**src/rtl/arbiter_types.sv**
```systemverilog
// Shared types and default widths for the I/D cache line-port arbiter.
package arbiter_types;
  localparam int ARB_ADDR_WIDTH = 32;
  localparam int ARB_LINE_WIDTH = 256;

  typedef enum logic [1:0] {
    ARB_IDLE,
    ARB_SERVE_I,
    ARB_SERVE_D,
    ARB_RECOVER
  } arb_state_t;

  typedef enum logic {
    GRANT_I,
    GRANT_D
  } arb_grant_t;

  typedef enum logic {
    ARB_OP_READ,
    ARB_OP_WRITE
  } arb_op_t;
endpackage

```
**src/rtl/cache_arbiter_if.sv**
```systemverilog
// Cache-side and memory-side line ports of the arbiter; the arbiter uses the slave view,
// the caches/memory environment the master view. No backpressure beyond the resp handshake.
interface cache_arbiter_if
  import arbiter_types::*;
#(
  parameter int ADDR_WIDTH = ARB_ADDR_WIDTH,
  parameter int LINE_WIDTH = ARB_LINE_WIDTH
);
  logic                  i_read;
  logic [ADDR_WIDTH-1:0] i_address;
  logic [LINE_WIDTH-1:0] i_rdata;
  logic                  i_resp;
  logic                  d_read;
  logic                  d_write;
  logic [ADDR_WIDTH-1:0] d_address;
  logic [LINE_WIDTH-1:0] d_wdata;
  logic [LINE_WIDTH-1:0] d_rdata;
  logic                  d_resp;
  logic                  pmem_read;
  logic                  pmem_write;
  logic [ADDR_WIDTH-1:0] pmem_address;
  logic [LINE_WIDTH-1:0] pmem_wdata;
  logic [LINE_WIDTH-1:0] pmem_rdata;
  logic                  pmem_resp;
  logic                  arb_busy;

  modport master (
    output i_read, i_address, d_read, d_write, d_address, d_wdata, pmem_rdata, pmem_resp,
    input  i_rdata, i_resp, d_rdata, d_resp, pmem_read, pmem_write, pmem_address,
           pmem_wdata, arb_busy
  );

  modport slave (
    input  i_read, i_address, d_read, d_write, d_address, d_wdata, pmem_rdata, pmem_resp,
    output i_rdata, i_resp, d_rdata, d_resp, pmem_read, pmem_write, pmem_address,
           pmem_wdata, arb_busy
  );
endinterface

```
**src/rtl/cache_arbiter_control.sv**
```systemverilog
// Arbiter FSM with round-robin last_grant; grants in IDLE, serves until pmem_resp,
// then burns one RECOVER cycle so the served cache can drop its request.
module cache_arbiter_control
  import arbiter_types::*;
(
  input  logic       clk,
  input  logic       rst,
  input  logic       i_i_req,
  input  logic       i_d_req,
  input  logic       i_pmem_resp,
  output logic       o_latch_en,
  output arb_grant_t o_grant,
  output logic       o_done,
  output logic       o_route_i,
  output logic       o_route_d,
  output logic       o_busy
);
  arb_state_t r_state;
  arb_state_t w_next;
  arb_grant_t r_last_grant;

  // On a tie the requester that did not win last time goes next.
  assign o_grant = (i_i_req && (!i_d_req || r_last_grant == GRANT_D)) ? GRANT_I : GRANT_D;
  assign o_busy  = (r_state != ARB_IDLE);

  always_ff @(posedge clk) begin
    if (rst) begin
      r_state      <= ARB_IDLE;
      r_last_grant <= GRANT_D;
    end else begin
      r_state <= w_next;
      if (o_latch_en) begin
        r_last_grant <= o_grant;
      end
    end
  end

  always_comb begin
    w_next     = r_state;
    o_latch_en = 1'b0;
    o_done     = 1'b0;
    o_route_i  = 1'b0;
    o_route_d  = 1'b0;
    case (r_state)
      ARB_IDLE: begin
        if (i_i_req || i_d_req) begin
          o_latch_en = 1'b1;
          w_next     = (o_grant == GRANT_I) ? ARB_SERVE_I : ARB_SERVE_D;
        end
      end
      ARB_SERVE_I: begin
        o_route_i = 1'b1;
        if (i_pmem_resp) begin
          o_done = 1'b1;
          w_next = ARB_RECOVER;
        end
      end
      ARB_SERVE_D: begin
        o_route_d = 1'b1;
        if (i_pmem_resp) begin
          o_done = 1'b1;
          w_next = ARB_RECOVER;
        end
      end
      ARB_RECOVER: w_next = ARB_IDLE;
      default:     w_next = ARB_IDLE;
    endcase
  end
endmodule

```
**src/rtl/cache_arbiter.sv**
```systemverilog
// Shares one physical-memory line port between I- and D-cache; strobes rise the cycle
// after the grant and hold until pmem_resp. Requests wait while the arbiter is busy.
module cache_arbiter
  import arbiter_types::*;
#(
  parameter int ADDR_WIDTH = ARB_ADDR_WIDTH,
  parameter int LINE_WIDTH = ARB_LINE_WIDTH
)(
  input logic            clk,
  input logic            rst,
  cache_arbiter_if.slave io_bus
);
  logic                  w_d_req;
  logic                  w_latch_en;
  logic                  w_done;
  logic                  w_route_i;
  logic                  w_route_d;
  logic                  w_busy;
  arb_grant_t            w_grant;
  arb_op_t               w_op;
  logic [ADDR_WIDTH-1:0] r_addr;
  logic [LINE_WIDTH-1:0] r_wdata;
  logic                  r_pmem_read;
  logic                  r_pmem_write;

  assign w_d_req = io_bus.d_read | io_bus.d_write;
  // A D request with both read and write set is treated as a writeback.
  assign w_op = (w_grant == GRANT_D && io_bus.d_write) ? ARB_OP_WRITE : ARB_OP_READ;

  cache_arbiter_control u_control (
    .clk         (clk),
    .rst         (rst),
    .i_i_req     (io_bus.i_read),
    .i_d_req     (w_d_req),
    .i_pmem_resp (io_bus.pmem_resp),
    .o_latch_en  (w_latch_en),
    .o_grant     (w_grant),
    .o_done      (w_done),
    .o_route_i   (w_route_i),
    .o_route_d   (w_route_d),
    .o_busy      (w_busy)
  );

  always_ff @(posedge clk) begin
    if (rst) begin
      r_addr       <= '0;
      r_wdata      <= '0;
      r_pmem_read  <= 1'b0;
      r_pmem_write <= 1'b0;
    end else if (w_latch_en) begin
      r_pmem_read  <= (w_op == ARB_OP_READ);
      r_pmem_write <= (w_op == ARB_OP_WRITE);
      if (w_grant == GRANT_I) begin
        r_addr <= io_bus.i_address;
      end else begin
        r_addr  <= io_bus.d_address;
        r_wdata <= io_bus.d_wdata;
      end
    end else if (w_done) begin
      r_pmem_read  <= 1'b0;
      r_pmem_write <= 1'b0;
    end
  end

  assign io_bus.pmem_read    = r_pmem_read;
  assign io_bus.pmem_write   = r_pmem_write;
  assign io_bus.pmem_address = r_addr;
  assign io_bus.pmem_wdata   = r_wdata;
  assign io_bus.arb_busy     = w_busy;

  assign io_bus.i_resp  = w_route_i & io_bus.pmem_resp;
  assign io_bus.d_resp  = w_route_d & io_bus.pmem_resp;
  assign io_bus.i_rdata = w_route_i ? io_bus.pmem_rdata : '0;
  assign io_bus.d_rdata = w_route_d ? io_bus.pmem_rdata : '0;
endmodule

```
**src/flat_wrapper.sv**
```systemverilog
// flat-port wrapper written by rule: the top's interface ports become plain ports
module cache_arbiter_flat import arbiter_types::*;
#(
  parameter int ADDR_WIDTH = ARB_ADDR_WIDTH,
  parameter int LINE_WIDTH = ARB_LINE_WIDTH
)
  (clk, rst, io_bus_i_read, io_bus_i_address, io_bus_d_read, io_bus_d_write, io_bus_d_address, io_bus_d_wdata, io_bus_pmem_rdata, io_bus_pmem_resp, io_bus_i_rdata, io_bus_i_resp, io_bus_d_rdata, io_bus_d_resp, io_bus_pmem_read, io_bus_pmem_write, io_bus_pmem_address, io_bus_pmem_wdata, io_bus_arb_busy);
  cache_arbiter_if #(.ADDR_WIDTH(ADDR_WIDTH), .LINE_WIDTH(LINE_WIDTH)) io_bus_i ();
  input logic clk;
  input logic rst;
  input wire logic [$bits(io_bus_i.i_read)-1:0] io_bus_i_read;
  input wire logic [$bits(io_bus_i.i_address)-1:0] io_bus_i_address;
  input wire logic [$bits(io_bus_i.d_read)-1:0] io_bus_d_read;
  input wire logic [$bits(io_bus_i.d_write)-1:0] io_bus_d_write;
  input wire logic [$bits(io_bus_i.d_address)-1:0] io_bus_d_address;
  input wire logic [$bits(io_bus_i.d_wdata)-1:0] io_bus_d_wdata;
  input wire logic [$bits(io_bus_i.pmem_rdata)-1:0] io_bus_pmem_rdata;
  input wire logic [$bits(io_bus_i.pmem_resp)-1:0] io_bus_pmem_resp;
  output wire logic [$bits(io_bus_i.i_rdata)-1:0] io_bus_i_rdata;
  output wire logic [$bits(io_bus_i.i_resp)-1:0] io_bus_i_resp;
  output wire logic [$bits(io_bus_i.d_rdata)-1:0] io_bus_d_rdata;
  output wire logic [$bits(io_bus_i.d_resp)-1:0] io_bus_d_resp;
  output wire logic [$bits(io_bus_i.pmem_read)-1:0] io_bus_pmem_read;
  output wire logic [$bits(io_bus_i.pmem_write)-1:0] io_bus_pmem_write;
  output wire logic [$bits(io_bus_i.pmem_address)-1:0] io_bus_pmem_address;
  output wire logic [$bits(io_bus_i.pmem_wdata)-1:0] io_bus_pmem_wdata;
  output wire logic [$bits(io_bus_i.arb_busy)-1:0] io_bus_arb_busy;
  assign io_bus_i.i_read = io_bus_i_read;
  assign io_bus_i.i_address = io_bus_i_address;
  assign io_bus_i.d_read = io_bus_d_read;
  assign io_bus_i.d_write = io_bus_d_write;
  assign io_bus_i.d_address = io_bus_d_address;
  assign io_bus_i.d_wdata = io_bus_d_wdata;
  assign io_bus_i.pmem_rdata = io_bus_pmem_rdata;
  assign io_bus_i.pmem_resp = io_bus_pmem_resp;
  assign io_bus_i_rdata = io_bus_i.i_rdata;
  assign io_bus_i_resp = io_bus_i.i_resp;
  assign io_bus_d_rdata = io_bus_i.d_rdata;
  assign io_bus_d_resp = io_bus_i.d_resp;
  assign io_bus_pmem_read = io_bus_i.pmem_read;
  assign io_bus_pmem_write = io_bus_i.pmem_write;
  assign io_bus_pmem_address = io_bus_i.pmem_address;
  assign io_bus_pmem_wdata = io_bus_i.pmem_wdata;
  assign io_bus_arb_busy = io_bus_i.arb_busy;
  cache_arbiter #(.ADDR_WIDTH(ADDR_WIDTH), .LINE_WIDTH(LINE_WIDTH)) u_core (.clk(clk), .rst(rst), .io_bus(io_bus_i));
endmodule
```
**config.mk**
```make
export PLATFORM = sky130hd
export DESIGN_NAME = cache_arbiter_flat
export DESIGN_NICKNAME = d
export VERILOG_FILES = /design/src/rtl/arbiter_types.sv /design/src/rtl/cache_arbiter_if.sv /design/src/rtl/cache_arbiter_control.sv /design/src/rtl/cache_arbiter.sv /design/src/flat_wrapper.sv
export SDC_FILE = /design/constraint.sdc
export NUM_CORES = 1
export LEC_CHECK = 0
export ABC_CLOCK_PERIOD_IN_PS = 1800
export CELL_PAD_IN_SITES_DETAIL_PLACEMENT = 2
export CELL_PAD_IN_SITES_GLOBAL_PLACEMENT = 2
export CORE_AREA = 2 2 544 546
export DETAILED_ROUTE_END_ITERATION = 8
export DIE_AREA = 0 0 546 548
export GPL_ROUTABILITY_DRIVEN = 0
export PLACE_DENSITY = 0.37
export SYNTH_ARGS = -nofsm -noshare
export SYNTH_HDL_FRONTEND = slang
export SYNTH_HIERARCHICAL = 1
export SYNTH_SLANG_ARGS = --single-unit
```
**constraint.sdc**
```tcl
create_clock -name clk -period 1.8 [get_ports clk]
set_input_delay 0.27 -clock clk [delete_from_list [all_inputs] [get_ports clk]]
set_output_delay 0.27 -clock clk [all_outputs]
set_load 0.1 [all_outputs]
```
# After elaboration in Yosys (flattened, before gate mapping)
# Cells that the tools add are included.
[word_totals] regBits=293 in_bits=582 output_inout_bits=805 wordCells=45
[classes] n_eq_ne=5 n_mux=18 bitwise_logic=5 reduce_logical=11
[op_table] op="256-bit 2-to-1 mux" count=2
[op_table] op="32-bit 2-to-1 mux" count=1
[op_table] op="1-bit 2-to-1 mux" count=11
[op_table] op="2-bit 2-to-1 mux" count=3
[op_table] op="2-bit case mux with 3 select lines" count=1
[op_table] op="2-bit == test, second input constant" count=2
[op_table] op="2-bit AND reduction" count=2
[op_table] op="2-bit nonzero test" count=2
[op_table] op="1-bit AND" count=2
[op_table] op="2-bit by 1-bit == test with 1-bit output, second input constant" count=1
[op_table] op="1-bit logical AND" count=2
[op_table] op="2-bit zero test" count=1
[op_table] op="1-bit logical OR" count=2
[op_table] op="2-bit by 1-bit inequality test with 1-bit output, second input constant" count=1
[op_table] op="2-bit inequality test, second input constant" count=1
[op_table] op="1-bit NOT" count=2
[op_table] op="2-bit OR reduction" count=1
[op_table] op="1-bit zero test" count=1
[op_table] op="1-bit OR" count=1

# Logic depth before layout (Yosys ltp)
[depth] ltp_word=9 mapped_depth=10

# By module
# Netlist, hierarchy kept.
[by_module_without_submodules] module="cache_arbiter" n_inst=1 cells_each=1889 area_per_inst_um2=15922.8
[by_module_without_submodules] module="cache_arbiter_control" n_inst=1 cells_each=27 area_per_inst_um2=220.2

# Worst setup path before layout
# Ideal clock, no wire load.
[synth_timing] path_kind="register -> register" start="register u_core.u_control.r_state[0]" end="register u_core.r_addr[0], in the netlist u_core/io_bus.pmem_address[0]" setup_ps=86 arrival_ps=2138 required_time_ps=1714 path_slack_ps=-423 path_stages_with_launch=10 path_buffers=4 path_cell_list="dfxtp_1 inv_1 ha_1 inv_1 nor2_1 buf_2 buf_6 buf_2 buf_2 a211oi_1"
[synth_between] elab_chain_len=2
[synth_lines] item="start: declaration" line="cache_arbiter_control.sv:18" source="arb_state_t r_state;"
[synth_lines] item="start signal: assignment" line="cache_arbiter_control.sv:31" source="r_state <= w_next;"
[synth_lines] item="2-bit zero test" line="cache_arbiter_control.sv:44" source="case (r_state)"
[synth_lines] item="1-bit 2-to-1 mux" line="cache_arbiter_control.sv:44"
[synth_lines] item="named net u_core.w_latch_en" line="cache_arbiter.sv:14" source="logic w_latch_en;"
[synth_lines] item="end signal: assignment" line="cache_arbiter.sv:54" source="r_addr <= io_bus.i_address;"
[synth_lines] item="end signal: assignment" line="cache_arbiter.sv:56" source="r_addr <= io_bus.d_address;"
[synth_lines] item="end: declaration" line="cache_arbiter.sv:21" source="logic [ADDR_WIDTH-1:0] r_addr;"
# The timed path passes the listed nets, and every way through them passes these cells.
# A chain may end at the register's enable or synchronous reset.

# Worst setup path after layout
[layout_timing] start="register u_core.u_control.r_state[0]" end="output port io_bus_i_rdata[85]"
[layout_between] elab_chain_len=3
[layout_lines] item="2-bit by 1-bit == test with 1-bit output" line="cache_arbiter_control.sv:44"
[layout_lines] item="1-bit 2-to-1 mux" line="cache_arbiter_control.sv:44"
[layout_lines] item="named net u_core.w_route_i" line="cache_arbiter.sv:16" source="logic w_route_i;"
[layout_lines] item="256-bit 2-to-1 mux" line="cache_arbiter.sv:73" source="assign io_bus.i_rdata = w_route_i ? io_bus.pmem_rdata : '0;"
[layout_lines] item="end: declaration" line="flat_wrapper.sv:19" source="output wire logic [$bits(io_bus_i.i_rdata)-1:0] io_bus_i_rdata;"
# The timed path passes the listed nets, and every way through them passes these cells.

==> impl_metrics.csv <==
group,metric,value,unit
power_and_ir_drop,irDropWorstVdd,803,uV
synthesis,yosysSeqAreaShare,0.363,
global_routing,grt_pass1_wl,238000,um
power_and_ir_drop,sequentialPowerShare,0.103,
power_and_ir_drop,power_density,1930,nW/um^2
placed_design,dp_worst_setup_slack,-1.05,ns
outcome,status,"complete, but fails checks",
synthesis,synth_ff_type,"dfxtp_1",
critical_path,crit_arrival,2.18,ns
synthesis,yosys_warnings,6,
timing,slew-limit-headroom,0.358,
critical_path,worstSetupStartpoint,"u_core/u_control/r_state[0]$_SDFFE_PP0P_",
timing,fin_hold_ws,0.192,ns
critical_path,cp_common_cell,"buf_12",
critical_path,cp_slowest_cell,"dfxtp_2",
routing,drt_wl_total,191000,um
power_and_ir_drop,leakage,17.2,nW
critical_path,r2r_cells,6,
power_and_ir_drop,p_sw,0.0509,W
timing,hold_viol,0,
layout,final_cell_mix,"665 x buf_12, 580 x clkdlybuf4s50_1, 322 x buf_4, 291 x dfxtp_1, 259 x a21oi_1",
routing,routed_via_density,2.82,
cts,cts_tree,"built",
cts,clk_latency,0.65,ns
floorplan,core_area,293000,um^2
cts,clock_path_buffers,3,
global_routing,antenna_found_initial,116,
placed_design,port_buffers,1386,
floorplan,chipHeight,548,um
critical_path,r2r_end,"u_core/io_bus.pmem_address[4]$_SDFFE_PP0P_",
critical_path,path_cells,"buf_6 -> ha_4 -> buf_12 -> buf_12 -> clkbuf_16 -> and2_1 -> buf_12",
power_and_ir_drop,swShare,0.583,
synthesis,synth_cell_type_count,27,
global_routing,grt_pass1_vias,22400,
timing,finalMaxSlewViolations,0,
routing,wl_per_cell,26.0,um
cts,clockRootBuffer,"clkbuf_16",
critical_path,r2r-start,"u_core/u_control/r_last_grant$_SDFFE_PP1P_",
synthesis,syn_nets,2501,
critical_path,cp.depth,7,
run,maxCapViolations,0,
timing,final.setup.worst_slack,-0.650,ns
critical_path,slowest_delay,0.34,ns
synthesis,synth_cells,1916,
power_and_ir_drop,combPwrFrac,0.796,
floorplan,die_x,546,um
routing,final_antenna_net_count,0,
critical_path,critPathBufInv,5,
critical_path,worstSetupPathType,"reg2out",
timing,worst_pin_slew,0.936,ns
layout,final_common_cell,"buf_12",
critical_path,crit_end,"io_bus_i_rdata[85]",
routing,route.detailed.drc,0,
layout,layout-drive-gt1-share,0.530,
routing,via_count,20700,
cts,htreeDepth,2,
min_path,min_path_type,"in2reg",
power_and_ir_drop,totalPowerFinal,0.0873,W
synthesis,syn_avg_cell_area,8.43,um^2
timing,finalSetupViolations,632,
synthesis,ys_ff_latch,293,
timing,max_freq,0.408,GHz
floorplan,dieArea,299000,um^2
layout,syn2layout_area_growth,179,%
power_and_ir_drop,power_frac_clock,0.101,
routing,drtIter0Drc,604,
critical_path,critPathTopFamily,"buffers and inverters",
critical_path,crit_required,1.53,ns
floorplan,row_count,199,
synthesis,synth_area,16100,um^2
power_and_ir_drop,p_int,0.0364,W
global_routing,gr-total-overflow,0,
global_routing,grt_use_total,0.120,
synthesis,synth_edf_count,0,
floorplan,initial_utilization,0.0551,
cts,cts_sinks,293,
critical_path,cp-start-kind,"flip-flop",
floorplan,floorplan.io_pins,1387,
layout,final_net_count,3953,
outcome,violations,"negative setup slack",
global_routing,grt_max_degree,73,
placed_design,dpl.hpwl,161000,um
timing,period_share,1.36,
critical_path,end_kind,"output pin",
timing,finalCriticalPeriod,2.45,ns
critical_path,reg2reg_setup_slack,-0.44,ns
timing,skew,0.0390,ns
synthesis,async_flop_share,0,
cts,clk_pin_slew_worst_paths,0.06,ns
cts,cts_buffers,45,
routing,firstDrtPassIters,4,
timing,rsz0062_at_grt,"yes",
critical_path,crit_fanout,9,
==> layer usage <==
layer	GRT usage	wire [um]	vias up
met5	0	287	-
met4	0.0259	4510	48
met3	0.0459	16400	247
met2	0.232	103000	946
met1	0.120	66700	9985
li1	-	-	9457
==> tightest hold or removal path, delay by kind of cell <==
family                 cells  cell delay (ns)
and+or+nand+nor            1             0.08
AOI/OAI and AO/OA          1             0.05
buffers and inverters      1             0.40
==> layout make-up <==
class	instances	area [um^2]
fill	33400	248000
multi-input combinational	1405	10200
sequential	293	5870
tap	3919	4900
clock buffer	63	1240
clock inverter	15	146
inverter	4	18.8
timing repair buffer	1619	22700
antenna	25	62.6
==> how the worst min path moves through the flow <==
| stage | from | slack, ns | cells after the start | to |
|---|---|---|---|---|
| 2_1_floorplan | rst | 0.34 | 1 | u_core/u_control/r_state[0]$_SDFFE_PP0P_ |
| 5_1_grt | io_bus_d_wdata[28] | 0.15 | 3 | u_core/io_bus.pmem_wdata[28]$_SDFFE_PP0P_ |
| 3_3_place_gp | u_core/io_bus.pmem_address[28]$_SDFFE_PP0P_ | 0.47 | 2 | u_core/io_bus.pmem_address[28]$_SDFFE_PP0P_ |
| 3_5_place_dp | u_core/io_bus.pmem_address[23]$_SDFFE_PP0P_ | 0.48 | 2 | u_core/io_bus.pmem_address[23]$_SDFFE_PP0P_ |
| 4_1_cts | io_bus_d_wdata[45] | 0.11 | 3 | u_core/io_bus.pmem_wdata[45]$_SDFFE_PP0P_ |
| 6_report | io_bus_d_wdata[28] | 0.19 | 3 | u_core/io_bus.pmem_wdata[28]$_SDFFE_PP0P_ |
==> repair_timing <==
item                                    in CTS  in global routing
endpoints found under the setup margin     602                786
pin swaps                                   10                 24
buffers inserted                            16                  8
gates cloned                                12                 21
hold endpoints to repair                    10                  0
resized for setup                          101                170
hold buffers                                 1                  0
==> registers in the layout (all words and copies together), names as in the netlist <==
name and count:
u_core/io_bus.pmem_write 1, u_core/io_bus.pmem_read 1, u_core/io_bus.pmem_address 32, u_core/u_control/r_last_grant 1, u_core/u_control/r_state 2, u_core/io_bus.pmem_wdata 256
==> logic make-up after synthesis <==
group,count (synthesis),synth area share
simple gates,815,0.290
compound gates,554,0.258
flops,293,0.363
buf+inv,218,0.0658
mux,33,0.0205
fa+ha+maj,3,0.00233
==> per-stage QoR <==
stage	utilization	setup TNS, ns	instance area, um^2	cells
final	0.154	-290.33	45100	7343
after global routing	0.154	-377.28	45100	7323
after CTS	0.151	-371.19	44200	7294
after detailed placement	0.143	-209.24	42000	7187
after global placement	0.143	-199.36	42000	7187
after floorplan	-	-98.24	16700	1916
==> power by group through the flow <==
stage / clock network, W / registers, W / logic [W]
global placement: 0 / 0.00906 / 0.0657
CTS: 0.00953 / 0.00901 / 0.0684
floorplan: 0 / 0.0192 / 0.0298
finish: 0.00883 / 0.00896 / 0.0695
global route: 0.00964 / 0.00919 / 0.0718
detailed placement: 0 / 0.00911 / 0.0660
==> Yosys cell counts (4+ instances only) <==
cell / n / share of area
buf_4: 4 / 0.0019
and2_1: 515 / 0.20
a211oi_1: 33 / 0.015
nand3_1: 257 / 0.080
buf_2: 112 / 0.035
a21oi_1: 259 / 0.080
a21bo_2: 257 / 0.16
clkbuf_1: 87 / 0.020
dfxtp_1: 293 / 0.36
nor2_1: 35 / 0.0081
inv_1: 4 / 0.00093
mux2i_1: 33 / 0.020
buf_6: 6 / 0.0042
(Power assumes the default switching activity.)
